`src/rtl/debounce_pulser.sv`:
```
// Button debouncer: two-flop synchronizer, qualification FSM, press/release
// strobes and a wrapping press counter. All outputs come straight from flops.
module debounce_pulser #(
  parameter int unsigned STABLE_CYCLES = 4,
  parameter int unsigned CNT_W         = 16
) (
  input  logic       clock,
  input  logic       nreset,
  input  logic       btn_in,
  output logic       level,
  output logic       press_pulse,
  output logic       release_pulse,
  output logic [7:0] press_count
);

  localparam logic [CNT_W-1:0] LAST_CNT = CNT_W'(STABLE_CYCLES - 1);

  typedef enum logic [1:0] {
    LOW      = 2'd0,
    RISE_CHK = 2'd1,
    HIGH     = 2'd2,
    FALL_CHK = 2'd3
  } state_t;

  state_t             state;
  logic [CNT_W-1:0]   cnt;
  logic               s1;
  logic               s2;

  // Metastability guard for the asynchronous button input.
  always_ff @(posedge clock or negedge nreset) begin
    if (!nreset) begin
      s1 <= 1'b0;
      s2 <= 1'b0;
    end else begin
      s1 <= btn_in;
      s2 <= s1;
    end
  end

  // Qualification FSM; strobes default low so each lasts exactly one cycle.
  always_ff @(posedge clock or negedge nreset) begin
    if (!nreset) begin
      state         <= LOW;
      cnt           <= '0;
      level         <= 1'b0;
      press_pulse   <= 1'b0;
      release_pulse <= 1'b0;
      press_count   <= 8'd0;
    end else begin
      press_pulse   <= 1'b0;
      release_pulse <= 1'b0;
      case (state)
        LOW: begin
          if (s2) begin
            state <= RISE_CHK;
            cnt   <= CNT_W'(1);
          end else begin
            cnt   <= '0;
          end
        end
        RISE_CHK: begin
          if (!s2) begin
            state <= LOW;
            cnt   <= '0;
          end else if (cnt == LAST_CNT) begin
            state       <= HIGH;
            cnt         <= '0;
            level       <= 1'b1;
            press_pulse <= 1'b1;
            press_count <= press_count + 8'd1;
          end else begin
            cnt <= cnt + CNT_W'(1);
          end
        end
        HIGH: begin
          if (!s2) begin
            state <= FALL_CHK;
            cnt   <= CNT_W'(1);
          end else begin
            cnt   <= '0;
          end
        end
        FALL_CHK: begin
          if (s2) begin
            state <= HIGH;
            cnt   <= '0;
          end else if (cnt == LAST_CNT) begin
            state         <= LOW;
            cnt           <= '0;
            level         <= 1'b0;
            release_pulse <= 1'b1;
          end else begin
            cnt <= cnt + CNT_W'(1);
          end
        end
        default: begin
          state <= LOW;
          cnt   <= '0;
        end
      endcase
    end
  end

endmodule

```
`config.mk`:
```
export PLATFORM = sky130hd
export DESIGN_NAME = debounce_pulser
export DESIGN_NICKNAME = d
export VERILOG_FILES = /design/src/rtl/debounce_pulser.sv
export SDC_FILE = /design/constraint.sdc
export NUM_CORES = 1
export LEC_CHECK = 0
export BUFFER_PORTS_ARGS = -buffer_cell sky130_fd_sc_hd__buf_2
export CAP_MARGIN = 20
export CELL_PAD_IN_SITES_DETAIL_PLACEMENT = 0
export CELL_PAD_IN_SITES_GLOBAL_PLACEMENT = 2
export CORE_MARGIN = 2
export CORE_UTILIZATION = 35
export CTS_CLUSTER_DIAMETER = 200
export DETAILED_ROUTE_END_ITERATION = 12
export GPL_ROUTABILITY_DRIVEN = 0
export HOLD_SLACK_MARGIN = 0.05
export PLACE_DENSITY_LB_ADDON = 0.1
export SYNTH_ARGS = -nofsm -noshare
export SYNTH_HDL_FRONTEND = slang
export SYNTH_SLANG_ARGS = --single-unit
```
`constraint.sdc`:
```
create_clock -name clock -period 1.76 [get_ports clock]
set_clock_uncertainty 0.1 [all_clocks]
set_input_delay 0.352 -clock clock [delete_from_list [all_inputs] [get_ports clock]]
set_output_delay 0.352 -clock clock [all_outputs]
set_load 0.005 [all_outputs]
```
==> flow_metrics.tcl <==
set metrics [dict create \
    worstPathRequired_ps 1870 \
    antenna_cells 0 \
    peakVddDrop_uv 693 \
    wl_per_cell_um 13.9 \
    cts_max_level 2 \
    ys.flop_type "dfrtp_1" \
    final_cells 222 \
    synth-seq-cells 31 \
    io_pins 14 \
    yosys.area.top_type_share_pct 52.0 \
    io_buffers 13 \
    finalSetupViolCount 1 \
    yosys.area.top_type "dfrtp_1" \
    max_freq_ghz 0.568 \
    first_pass_iters 4 \
    combPwrFrac_pct 33.2 \
    start_util_pct 36.8 \
    min_period_ps 1760 \
    place_hpwl_mm 2.17 \
    p_clk_share_pct 26.1 \
    nFillCells 360 \
    powerDensity_mw_per_mm2 1060 \
    ys_warn_count 0 \
    min_path_type "in2reg" \
    die_area_sq_mm 0.00480 \
    cts_num_sinks 31 \
    ff_latch_area_sq_um 776 \
    worst_setup_path_start_kind "register" \
    final.period_utilization_pct 100 \
    grt_overflow_total 0 \
    grt_pass1_wl_mm 5.38 \
    post-route-worst-setup-slack_ps -0.0993 \
    fin_hold_ws_ps 80.6 \
    grt_usage_pct 14.4 \
    drc 0 \
    netlist_area_sq_mm 0.00149 \
    nNetsFinal 177 \
    routed_wl_mm 3.08 \
    synth_most_common_cell "dfrtp_1" \
    switching_share_pct 32.3 \
    clk_root_buffer_cell "clkbuf_8" \
    synth_area_leaders "dfrtp_1 (52%), xor2_1 (11%), nor2_1 (4.3%)" \
    violations "negative setup slack" \
    maxCapViolCount 0 \
    multiInputGateArea_sq_um 792 \
    p_int_mw 1.44 \
    p_leak_nw 0.901 \
    total_power_mw 2.13 \
    grt_max_degree 32 \
    grt_pass1_vias 1136 \
    final_core_utilization_pct 49.6 \
    via_per_inst 4.93 \
    synth_edf_count 0 \
    rows 23 \
    dp.cells 213 \
    path_max_fanout 6 \
    status "complete, but fails checks" \
    synth.distinct_cells 35 \
    drive_above_1_share_pct 42.4 \
    netlist_instances 131 \
    core_sq_mm 0.00406 \
    async_flop_share_pct 100 \
    antenna_found_initial 0 \
    max_slew_margin_pct 53.9 \
    clock_path_buffers 2 \
    tns_ps -0.0993 \
    fp.dieW_um 69.3 \
    clkTransAtPathRegs_ps 60 \
    post-place-ws_ps -19.6 \
    vias 1095 \
    drv_slew 0 \
    postCtsSetupBuffers 0 \
    cts_tree "built" \
    design_area_sq_mm 0.00201 \
    ant_nets 0 \
    area_growth_pct 35.1 \
    drt_iter0_drc 47 \
    tightest_slew_ps 692 \
    worstSetupEndpointType "register" \
    power.switching_mw 0.688 \
    r2r_setup_slack_ps -0.1 \
    syn_avg_cell_area_sq_um 11.4 \
    seq_area_frac_synth_pct 52.0 \
    hold_viol 0 \
    synth_commonest_cells "dfrtp_1 (31), xor2_1 (18), nor2_1 (17), nand3_1 (9), nand4_1 (7)" \
    critPathArrivalTime_ps 1870 \
    synth_nets 136 \
    critical_path_class "reg2reg" \
    p_seq_share_pct 40.7 \
    dpl_cell_area_sq_mm 0.00177 \
    clock_latency_ps 280 \
    numCtsBuffers 5 \
    die_y_um 69.3 \
    rsz0062_at_grt "yes" \
]
-- final cells by class --
cell class	instances	area share (%)
clock buffer	6	4.10
clock inverter	1	0.248
inverter	3	0.559
multi-input combinational	94	39.3
sequential	31	38.5
tap	50	3.11
timing repair buffer	37	14.2
-- metal layers --
layer	GRT usage [%]	share of wire [%]	vias up
li1	-	-	547
met1	19.3	50	532
met2	21.5	46	11
met3	3.49	2.5	5
met4	7.19	1.7	0
met5	0	0	-
-- power groups by stage --
stage | Sequential [mW] | Combinational, mW | Clock, mW
CTS | 0.870 | 0.473 | 0.580
floorplan | 0.879 | 0.285 | 0
detailed placement | 0.881 | 0.459 | 0
finish | 0.868 | 0.707 | 0.557
global route | 0.884 | 0.770 | 0.617
global placement | 0.878 | 0.460 | 0
-- worst max-delay path: stages, from the launching register on --
cell	delay, ps
dfrtp_1	380
ha_2	200
nor4b_4	140
and4_4	160
or3b_4	440
buf_8	170
a21oi_2	90
-- cells by family after synthesis --
| kind of cell | Yosys count | share of synthesized area [%] |
|---|---|---|
| flops | 31 | 52.0 |
| mux | 1 | 0.755 |
| buf+inv | 6 | 2.35 |
| xor+xnor | 20 | 11.7 |
| simple gates | 62 | 27.4 |
| fa+ha+maj | 2 | 1.68 |
| compound gates | 9 | 4.03 |
-- final timing paths --
path,startpoint,depth (start not counted),to
min in group asynchronous,nreset,2,cnt[12]$_DFF_PN0_
worst min-delay path,btn_in,1,s1$_DFF_PN0_
worst max-delay path,cnt[0]$_DFF_PN0_,6,cnt[15]$_DFF_PN0_
max in group asynchronous,nreset,2,press_pulse$_DFF_PN0_
worst min register to register,s1$_DFF_PN0_,0,s2$_DFF_PN0_
worst max register to register,cnt[0]$_DFF_PN0_,6,cnt[15]$_DFF_PN0_
-- timing repair --
| item | 4_1_cts | 5_1_grt |
|---|---|---|
| hold buffers | 1 | 0 |
| endpoints found under the hold margin | 22 | 0 |
| pin swaps | 0 | 6 |
| gates cloned | 0 | 1 |
| resized for setup | 1 | 32 |
| setup endpoints to repair | 1 | 24 |
-- state kept, by name, summed over array words and instances (netlist names), named ones only --
| signal | cells |
|---|---|
| s1 | 1 |
| press_pulse | 1 |
| state | 1 |
| cnt | 16 |
| level | 1 |
| press_count | 8 |
| release_pulse | 1 |
| s2 | 1 |
-- layout by cell type (no fill, tap or decap), types with 2 or more instances in the layout --
| cell | instances |
|---|---|
| xor2_1 | 18 |
| xnor2_1 | 2 |
| inv_1 | 3 |
| clkbuf_8 | 6 |
| nor2_1 | 4 |
| nor2_4 | 12 |
| and4_4 | 2 |
| buf_4 | 20 |
| dfrtp_1 | 31 |
| nand4_1 | 7 |
| and4_1 | 3 |
| buf_2 | 13 |
| nand3_1 | 9 |
| and3_1 | 2 |
| a21oi_2 | 2 |
| nor4_2 | 3 |
| o21ai_0 | 2 |
| nand2_1 | 6 |
| nor3_1 | 3 |
(Power assumes the default switching activity.)
